### src/rtl/shifter_pkg.sv
// Shared types for the pipelined barrel shifter plus a whole-amount shift
// function that serves as the behavioural reference for the pipeline.
package shifter_pkg;

    typedef enum logic [1:0] {
        SHIFT_SLL = 2'b00,
        SHIFT_SRL = 2'b01,
        SHIFT_SRA = 2'b10,
        SHIFT_ROR = 2'b11
    } shift_op_t;

    localparam int unsigned MODEL_N = 32;

    // Applies the full shift amount in one step, independent of the log-stage split.
    function automatic logic [MODEL_N-1:0] shift_stage(input logic [MODEL_N-1:0] data,
                                                       input shift_op_t op,
                                                       input int unsigned amt);
        logic [2*MODEL_N-1:0] dbl;
        logic [MODEL_N-1:0]   res;
        dbl = {data, data} >> amt;
        case (op)
            SHIFT_SLL: res = data << amt;
            SHIFT_SRL: res = data >> amt;
            SHIFT_SRA: res = $unsigned($signed(data) >>> amt);
            default:   res = dbl[MODEL_N-1:0];
        endcase
        return res;
    endfunction

endpackage

### src/rtl/shifter_stage.sv
// One log stage of the barrel shifter: shifts by 2**K when shamt bit K is set,
// then registers data/shamt/op/valid under the pipeline-wide enable.
module shifter_stage
    import shifter_pkg::*;
#(
    parameter int N = 32,
    parameter int K = 0
) (
    input  logic                 clk,
    input  logic                 rst,
    input  logic                 en,
    input  logic                 valid_i,
    input  logic [N-1:0]         data_i,
    input  logic [$clog2(N)-1:0] shamt_i,
    input  shift_op_t            op_i,
    output logic                 valid_o,
    output logic [N-1:0]         data_o,
    output logic [$clog2(N)-1:0] shamt_o,
    output shift_op_t            op_o
);
    localparam int S = 2 ** K;

    logic                 valid_q;
    logic [N-1:0]         data_q;
    logic [N-1:0]         data_d;
    logic [N-1:0]         shifted;
    logic [$clog2(N)-1:0] shamt_q;
    shift_op_t            op_q;

    always_comb begin
        shifted = data_i;
        case (op_i)
            SHIFT_SLL: shifted = {data_i[N-1-S:0], {S{1'b0}}};
            SHIFT_SRL: shifted = {{S{1'b0}}, data_i[N-1:S]};
            SHIFT_SRA: shifted = {{S{data_i[N-1]}}, data_i[N-1:S]};
            SHIFT_ROR: shifted = {data_i[S-1:0], data_i[N-1:S]};
            default:   shifted = data_i;
        endcase
        data_d = shamt_i[K] ? shifted : data_i;
    end

    // Reset takes priority over enable so a stalled pipe is still flushed.
    always_ff @(posedge clk) begin
        if (rst) begin
            valid_q <= 1'b0;
            data_q  <= '0;
            shamt_q <= '0;
            op_q    <= SHIFT_SLL;
        end else if (en) begin
            valid_q <= valid_i;
            data_q  <= data_d;
            shamt_q <= shamt_i;
            op_q    <= op_i;
        end
    end

    assign valid_o = valid_q;
    assign data_o  = data_q;
    assign shamt_o = shamt_q;
    assign op_o    = op_q;

endmodule

### src/rtl/pipelined_barrel_shifter.sv
// Pipelined barrel shifter: one registered log stage per shift-amount bit,
// whole pipe advances together under valid/ready backpressure.
module pipelined_barrel_shifter
    import shifter_pkg::*;
#(
    parameter int N = 32
) (
    input  logic                 clk,
    input  logic                 rst,
    input  logic                 in_valid,
    output logic                 in_ready,
    input  logic [N-1:0]         in_data,
    input  logic [$clog2(N)-1:0] in_shamt,
    input  logic [1:0]           in_op,
    output logic                 out_valid,
    input  logic                 out_ready,
    output logic [N-1:0]         out_data
);
    localparam int L = $clog2(N);

    // Handshake: a transfer happens on any edge where valid and ready are both 1.
    // The pipe moves only when the output slot is empty or being drained, and
    // in_ready mirrors that without looking at in_valid.
    logic advance;

    logic                 valid_c [L+1];
    logic [N-1:0]         data_c  [L+1];
    logic [$clog2(N)-1:0] shamt_c [L+1];
    shift_op_t            op_c    [L+1];

    assign advance  = out_ready || !out_valid;
    assign in_ready = advance;

    assign valid_c[0] = in_valid;
    assign data_c[0]  = in_data;
    assign shamt_c[0] = in_shamt;
    assign op_c[0]    = shift_op_t'(in_op);

    for (genvar k = 0; k < L; k++) begin : g_stage
        shifter_stage #(.N(N), .K(k)) u_stage (
            .clk     (clk),
            .rst     (rst),
            .en      (advance),
            .valid_i (valid_c[k]),
            .data_i  (data_c[k]),
            .shamt_i (shamt_c[k]),
            .op_i    (op_c[k]),
            .valid_o (valid_c[k+1]),
            .data_o  (data_c[k+1]),
            .shamt_o (shamt_c[k+1]),
            .op_o    (op_c[k+1])
        );
    end

    assign out_valid = valid_c[L];
    assign out_data  = data_c[L];

    // Shamt/op have no consumer past the last stage.
    logic unused_tail;
    assign unused_tail = ^{shamt_c[L], op_c[L]};

endmodule
### config.mk
export PLATFORM = sky130hd
export DESIGN_NAME = pipelined_barrel_shifter
export DESIGN_NICKNAME = d
export VERILOG_FILES = /design/src/rtl/shifter_pkg.sv /design/src/rtl/shifter_stage.sv /design/src/rtl/pipelined_barrel_shifter.sv
export SDC_FILE = /design/constraint.sdc
export NUM_CORES = 1
export LEC_CHECK = 0
export BUFFER_PORTS_ARGS = -buffer_cell sky130_fd_sc_hd__buf_2
export CORE_MARGIN = 2
export CORE_UTILIZATION = 36
export CTS_CLUSTER_DIAMETER = 50
export DETAILED_ROUTE_END_ITERATION = 12
export GPL_TIMING_DRIVEN = 0
export PLACE_DENSITY = 0.52
export SYNTH_ARGS = -nofsm -noshare
export SYNTH_HDL_FRONTEND = slang
export SYNTH_SLANG_ARGS = --single-unit
export TNS_END_PERCENT = 100
### constraint.sdc
create_clock -name clk -period 2.7 [get_ports clk]
set_input_delay 0.54 -clock clk [delete_from_list [all_inputs] [get_ports clk]]
set_output_delay 0.54 -clock clk [all_outputs]
set_load 0.02 [all_outputs]
==> results of run 1 <==
## metrics by stage
stage | worst slack [ns] | hold WS [ns]
6_report | 0.0881 | 0.351
5_1_grt | 0.0168 | 0.336
4_1_cts | 0.116 | 0.339
3_5_place_dp | -0.164 | 0.446
3_3_place_gp | -0.188 | 0.441
2_1_floorplan | 0.719 | 0.432
## flip-flops by register name, indices dropped and copies added, names as in the netlist
| register | cells |
|---|---|
| g_stage.u_stage.data_o | 160 |
| g_stage.u_stage.op_o | 8 |
| g_stage.u_stage.shamt_o | 10 |
| g_stage.u_stage.valid_o | 5 |
## power groups by stage
stage,combinational (mW),sequential [mW],clock (mW)
after floorplan,0.638,3.00,0
after global placement,0.883,3.11,0
after detailed placement,0.888,3.11,0
after CTS,0.891,3.04,2.44
after global routing,0.988,3.06,2.55
final,0.896,3.05,2.40
## critical path: cells and delay by family, from the launching register on
| kind | cells | cell delay, ns |
|---|---|---|
| buffers and inverters | 3 | 1.11 |
| and+or+nand+nor | 1 | 0.19 |
| DFF | 1 | 0.31 |
## cell usage after synthesis (10+ instances only)
library cell,number,area (sq um)
buf_2,22,110
o21ai_0,108,541
o211ai_1,19,143
nor3b_1,15,113
a32o_1,16,160
a221oi_1,41,359
a311o_1,68,681
mux2_1,10,113
nand3_1,27,135
a211oi_1,22,165
nor2_1,111,417
dfxtp_1,183,3660
buf_4,35,263
clkbuf_1,113,424
o31ai_1,16,120
nor3_1,36,180
o21ai_1,14,70.1
a21oi_1,92,460
o32ai_1,16,140
inv_1,15,56.3
nand2_1,150,563
o211a_1,10,100
or3b_1,68,596
## logic make-up (layout without fill, tap and decap cells)
logic type / Yosys count / in the layout / synth area share [%]
multiplexers: 18 / 18 / 1.90
flip-flops: 183 / 183 / 36.1
XOR/XNOR: 1 / 1 / 0.160
AND/OR/NAND/NOR: 433 / 433 / 21.4
buffers and inverters: 201 / 304 / 9.67
AO/OA/AOI/OAI: 441 / 441 / 30.7
## worst paths after layout
| path | startpoint | endpoint | slack, ns |
|---|---|---|---|
| worst min register to register | g_stage[1].u_stage.valid_o | g_stage[2].u_stage.valid_o | 0.45 |
| worst max register to register | g_stage[4].u_stage.valid_o | g_stage[4].u_stage.valid_o | 0.52 |
| worst min-delay path | in_valid | g_stage[0].u_stage.valid_o | 0.35 |
| worst max-delay path | g_stage[4].u_stage.valid_o | in_ready | 0.09 |
## per-layer routing
layer | part of all wire [%] | up-vias | wire length, microns | track usage (%)
met2 | 45 | 352 | 16900 | 40.7
met1 | 48 | 4881 | 18000 | 36.8
met3 | 5.0 | 66 | 1900 | 3.96
met5 | 0 | - | 0 | 0
li1 | - | 4894 | - | -
met4 | 2.9 | 0 | 1110 | 8.62
## final cells by class
| class | instances | area [sq um] | share of cell area (%) |
|---|---|---|---|
| repair buffers | 72 | 360 | 3.13 |
| inverters | 20 | 75.1 | 0.652 |
| clock buffers | 19 | 433 | 3.76 |
| multi-input cells | 893 | 5500 | 47.7 |
| plain buffers | 180 | 902 | 7.83 |
| well taps | 378 | 473 | 4.11 |
| flip-flops and latches | 183 | 3660 | 31.8 |
| clock inverters | 13 | 114 | 0.989 |
==> results.md, run 1 <==
- Core ar.: 27800 sq um
- Hold Path Stages: 3
- DRC viols: 0
- Clock network power share: 37.9%
- Routed WL: 37.9 mm
- Post-Syn Nets: roughly 1300
- Status: finished, final reports clean
- Utilization after layout: 41.5%
- Area after DPL: 11000 sq um
- Initial drt markers: 954
- Yosys warns: 0
- Slowest stage cell, crit path: clkbuf_1
- Number of H-tree levels: 4
- Final std cells w/o fill: 1758
- Int Power: approximately 4.4 mW
- Most common cell after layout, fill and taps aside: dfxtp_1
- Layout fillers: about 3000
- Total power: approximately 6.4 mW
- PwrDens: 552 nW/um^2
- Die span in y: about 170 microns
- Crit path launch type: register
- Post-CTS setup buffer count: 0
- Share of layout cells above drive strength 1: 12.7%
- Drt via density: 5.80
- P_leak: just over 4 nW
- Crit Path Max Fanout: 14
- Net Sw Frac: 30.0%
- Least-Margin Pin Slew: 0.780 ns
- Worst Path Required: 2.16 ns
- IO buf count: 72
- R2r worst-path depth: 6
- Dpl cells: 1727
- Area delta synth->final: 13.6%
- Mapped Area: 10100 sq um
- Die ar.: 29500 sq um
- Setup TNS: 0 ns
- CTS Root Cell: clkbuf_16
- Post-CTS Hold Buffers: 0
- Setup Skew: 0.0162 ns
- Maximum buffer depth of the clock tree: 2
- Final Instance Area: 11500 sq um
- Hold WC Path Type: primary input to register
- Most frequent cells in the layout: dfxtp_1, nand2_1, clkbuf_1
- Gp weighted congestion: between 0.9 and 1
- CTS tree: built
- CP Cell Sequence: and2b_1 > inv_2 > clkbuf_1 > buf_2
- CP max stage delay: roughly 0.55 ns
- Final Max Slew Viols: 0
- Main flop type after synthesis: dfxtp_1
- Ys async rst share: 0%
- Reg power frac: a little under half
- Max Fclk: 0.383 GHz
- CP Capture Type: output pin
- Vias after detailed routing: 10193
- Kind of critical path: register to output pin
- Dpl hpwl: 29.3 mm
- Starting Density: 36.5%
- Clock slew at reported path FFs: around 0.08 ns
- Unrepaired setup endpoints after global routing: no
- # rows: 61
- Crit path DAT: 2.07 ns
- Num CTS Buffers: 17
- Hold Fails Final Rpt: 0
- Slew headroom: 48.0%
- Clock sink total: 183
- Gate Count Post-Synth: 1277
- NetSw: 1.91 mW
- First-pass GRT wire length: a little under 60 mm
- Initial antenna violation count: 0
- Seq/Total Area, Yosys: 36.1%
- DRT antenna net count: 0
- Combinational power share: 14.1%
- I/O pin count: 77
- Vias in the first global route: 9474
- Post-synth EDFFs: 0
- Seq cells post-synth: 183
- Die X: 172 microns
- Largest net degree at the start of global routing: 18
- Layout Nets: 1410
- Avg Synthesized Cell Area: 7.94 sq um
- N_diodes: 0
- Max Cap Viol: 0
- First-pass DRT Iterations: 6
- Final Cycle Share: 96.7%
- Post-CTS sizing: 0
- VDD IR max: roughly 0.4 mV
- Worst-Skew Late Latency: 0.44 ns
- Final setup viols: 0
- GRT Resource Usage Total: 26.1%
- GRT Residual Overflow: 0
- Tmin final: 2.61 ns
- Wire per inst: approximately 22 microns
- Cell variety after synth: between 40 and 50
Note: power is estimated with default switching activity, not from simulation.
==> run 2, diff against run 1 <==
- CORE_MARGIN: 2 -> not set
- CORE_UTILIZATION: 36 -> 65
- PLACE_DENSITY: 0.52 -> 0.85
==> results.md, run 2 (synthesis gave the netlist of run 1 again) <==
- Wire per inst: 23.0 microns
- Post-CTS setup buffer count: 0
- Final std cells w/o fill: 1567
- Largest register FFs: 160
- Post-CTS Hold Buffers: 0
- Maximum buffer depth of the clock tree: 2
- Hold Fails Final Rpt: 0
- I/O pin count: 77
- First-pass DRT Iterations: 9
- Total power: 6.62 mW
- Num CTS Buffers: 17
- Dpl cells: 1537
- GRT Residual Overflow: 0
- Share of layout cells above drive strength 1: 12.8%
- DRT antenna net count: 0
- Setup Skew: 0.0104 ns
- Dpl hpwl: 26.2 mm
- Final setup viols: 0
- Kind of critical path: register to output pin
- Max Fclk: 0.425 GHz
- Clock slew at reported path FFs: roughly 0.070 ns
- Clock sink total: 183
- DRC viols: 0
- Crit Path Max Fanout: 14
- Area delta synth->final: 11.8%
- CTS Root Cell: clkbuf_16
- N_diodes: 0
- Die X: 127 microns
- PwrDens: 584 nW/um^2
- VDD IR max: 0.721 mV
- Starting Density: 66.7%
- Max Cap Viol: 0
- Gp weighted congestion: around 1.0
- Worst Path Required: between 2 and 2.5 ns
- CTS tree: built
- Die ar.: 16100 sq um
- CP Capture Type: output pin
- Initial drt markers: approximately 1500
- Drt via density: 7.01
- Vias after detailed routing: between 10000 and 15000
- Least-Margin Pin Slew: 0.919 ns
- Core ar.: ~15000 sq um
- Routed WL: 36.0 mm
- First-pass GRT wire length: 55.2 mm
- Die span in y: 127 microns
- Worst-Skew Late Latency: 0.44 ns
- GRT Resource Usage Total: 44.8%
- Slew headroom: a little under two fifths
- Hold WC Path Type: primary input to register
- Most common cell after layout, fill and taps aside: dfxtp_1
- P_leak: 4.12 nW
- Unrepaired setup endpoints after global routing: no
- Crit path launch type: register
- Utilization after layout: 74.6%
- Final Cycle Share: 87.2%
- Status: finished, final reports clean
- Number of H-tree levels: 4
- # rows: 45
- Most frequent cells in the layout: dfxtp_1, nand2_1, clkbuf_1
- Vias in the first global route: 9873
- Layout Nets: 1410
- Initial antenna violation count: 0
- IO buf count: 72
- Final hold slack: 0.331 ns
- Tmin final: 2.35 ns
- Crit path DAT: 1.81 ns
- Largest net degree at the start of global routing: 17
- Final Max Slew Viols: 0
## run 2: metal layers
layer	GRT usage, %	routed length [microns]	vias to the layer above
met5	0	0	-
met4	29.1	2530	0
met3	10.3	3910	194
met2	72.0	16300	775
met1	53.9	13300	5123
li1	-	-	4885
## run 2: layout make-up
cell class	instances	area (sq um)
fill	1251	3860
buffer	180	903
sequential	183	3660
tap	188	235
inverter	20	75.1
multi-input combinational	893	5500
timing repair buffer	72	360
clock inverter	12	165
clock buffer	19	443
## run 2: worst paths after layout
check,from,end,slack [ns],cells after the start
min reg2reg,g_stage[0].u_stage.shamt_o[4],g_stage[0].u_stage.shamt_o[4],0.45,2
max reg2reg,g_stage[4].u_stage.valid_o,g_stage[3].u_stage.data_o[22],0.39,6
max,g_stage[4].u_stage.valid_o,in_ready,0.35,4
min,in_shamt[3],g_stage[0].u_stage.shamt_o[3],0.33,3
## run 2: critical path, stage by stage (launching register included)
cell	delay, ns
dfxtp_1	0.31
and2b_1	0.19
inv_2	0.29
clkbuf_2	0.35
buf_2	0.23
## run 2: timing repair
item | in CTS | in global routing
hold endpoints to repair | 0 | 0
setup endpoints to repair | 1 | 1
resized for setup | 1 | 0
## run 2: through the flow
step	setup slack, ns	setup TNS (ns)	cell area [sq um]
finish	0.347	0	11300
global route	0.355	0	11300
CTS	0.0355	0	11300
detailed placement	-0.0129	-0.0129	10700
global placement	-0.0568	-0.0568	10700
floorplan	0.719	0	10100
## run 2: power by group
group	leakage, nW	internal, mW	switching [mW]
combinational	2.32	0.380	0.518
clock	0.298	1.50	1.17
sequential	1.50	2.86	0.202
==> run 3, diff against run 2 <==
- BUFFER_PORTS_ARGS: -buffer_cell sky130_fd_sc_hd__buf_2 -> -buffer_cell sky130_fd_sc_hd__buf_4
==> results.md, run 3 (synthesis gave the netlist of run 1 again) <==
- N_diodes: 0
- P_leak: approximately 4.2 nW
- Worst Path Required: 2.16 ns
- Die X: between 100 and 150 microns
- Routed WL: 35.2 mm
- Crit path DAT: between 1.5 and 2 ns
- Initial drt markers: 1536
- I/O pin count: 77
- Crit Path Max Fanout: 14
- Max Cap Viol: 0
- CP max stage delay: 0.49 ns
- Die ar.: around 16000 sq um
- Crit-path leading delay family: buffers and inverters
- Post-CTS Hold Buffers: 0
- Largest net degree at the start of global routing: 18
- Least-Margin Pin Slew: 0.902 ns
- Most frequent cells in the layout: dfxtp_1, nand2_1, clkbuf_1
- Most common cell after layout, fill and taps aside: dfxtp_1
- Utilization after layout: 76.0%
- Tmin final: 2.51 ns
- Final hold slack: 0.354 ns
- CP Cell Sequence: and2b_1 > inv_2 > clkbuf_1 > buf_4
- CP Capture Type: output pin
- Wire per inst: 22.5 microns
- GRT Residual Overflow: 0
- Max Fclk: between 0.3 and 0.4 GHz
- CTS tree: built
- Buf/Inv on CP: 3
- Largest register FFs: 160
- First-pass GRT wire length: 54.1 mm
- VDD IR max: about 0.48 mV
- Post-CTS sizing: 0
- IO buf count: 72
- Kind of critical path: register to output pin
- Setup TNS: 0 ns
- Core ar.: between 15000 and 20000 sq um
- PwrDens: 581 nW/um^2
- Worst Hold End: g_stage[0].u_stage.shamt_o[4]
- Number of H-tree levels: 4
- CTS Root Cell: clkbuf_16
- Unrepaired setup endpoints after global routing: no
- Setup Skew: 0.00967 ns
- Worst-Skew Late Latency: 0.44 ns
- Hold Crit Start: in_shamt[4]
- Status: finished, final reports clean
- Final std cells w/o fill: 1568
- Slew headroom: 39.9%
- Layout Nets: 1410
- Hold WC Path Type: primary input to register
- Dpl cells: between 1500 and 2000
- Hold Path Stages: 3
- DRC viols: 0
- Crit path launch type: register
- DRT antenna net count: 0
- R2r worst-path depth: 6
- Initial antenna violation count: 0
- Clock slew at reported path FFs: approximately 0.070 ns
- Hold Fails Final Rpt: 0
- Final Max Slew Viols: 0
- Vias after detailed routing: between 10000 and 15000
- Final setup viols: 0
- Starting Density: 66.7%
- Slowest stage cell, crit path: clkbuf_1
- Final Cycle Share: between 90% and 100%
- R2R Path Start: g_stage[4].u_stage.valid_o
- Share of layout cells above drive strength 1: 12.8%
- Drt via density: between 6 and 7
- Layout fillers: 1164
- First-pass DRT Iterations: 6
- R2r setup slk: 0.42 ns
- Die span in y: 127 microns
- Maximum buffer depth of the clock tree: 2
- Clock sink total: approximately 180
- GRT Resource Usage Total: 43.6%
- Num CTS Buffers: 17
- Gp weighted congestion: 1.02
- Vias in the first global route: 9965
- Critical R2R Capture: g_stage[3].u_stage.valid_o
- Area delta synth->final: 13.9%
- Dpl hpwl: 25.9 mm
- # rows: 45
- Post-CTS setup buffer count: 0
-- run 3: cell count changes in the layout (fill, tap and decap cells not counted) --
cell	previous run	this run
clkbuf_8	1	0
clkinv_2	2	1
buf_2	94	22
clkinvlp_4	1	3
inv_8	2	3
clkinv_4	0	2
clkbuf_2	1	0
buf_4	35	107
inv_6	4	2
bufinv_16	3	4
-- run 3: through the flow --
step                cell area (sq um)  setup WS [ns]  total power, mW
finish                          11600          0.190             6.71
global route                    11600          0.159             6.88
CTS                             11600          0.236             6.65
detailed placement              10900        -0.0467             3.99
global placement                10900        -0.0283             3.97
floorplan                       10100          0.719             3.64
-- run 3: area by class of cell --
class	instances	area (sq um)	share of cell area, %
plain buffers	180	902	7.81
clock buffers	17	425	3.68
clock inverters	15	216	1.87
inverters	20	75.1	0.650
multi-input cells	893	5500	47.6
flip-flops and latches	183	3660	31.7
well taps	188	235	2.04
repair buffers	72	541	4.68
-- run 3: how the worst max path moves through the flow --
stage               endpoint  depth (start not counted)                        from  slack [ns]
global placement    in_ready                          6                   out_ready       -0.03
floorplan           in_ready                          4                   out_ready        0.72
CTS                 in_ready                          4  g_stage[4].u_stage.valid_o        0.24
finish              in_ready                          4  g_stage[4].u_stage.valid_o        0.19
global route        in_ready                          4  g_stage[4].u_stage.valid_o        0.16
detailed placement  in_ready                          6                   out_ready       -0.05
-- run 3: worst min-delay path, stage by stage --
cell,delay [ns]
buf_4,0.11
nand2_1,0.04
a21oi_1,0.05
-- run 3: routing by layer --
metal / routed length [microns] / vias to the layer above / share of wire [%] / global-route usage [%]
li1: - / 4879 / - / -
met1: 13100 / 5075 / 37 / 52.1
met2: 16300 / 757 / 46 / 70.8
met3: 3400 / 178 / 9.7 / 8.94
met4: 2410 / 0 / 6.9 / 30.0
met5: 0 / - / 0 / 0
-- run 3: power breakdown --
group          switching (mW)  internal (mW)  leakage (nW)  total (mW)
clock network            1.16           1.58         0.306        2.73
registers               0.197           2.86          1.50        3.05
logic                   0.519          0.404          2.35       0.923
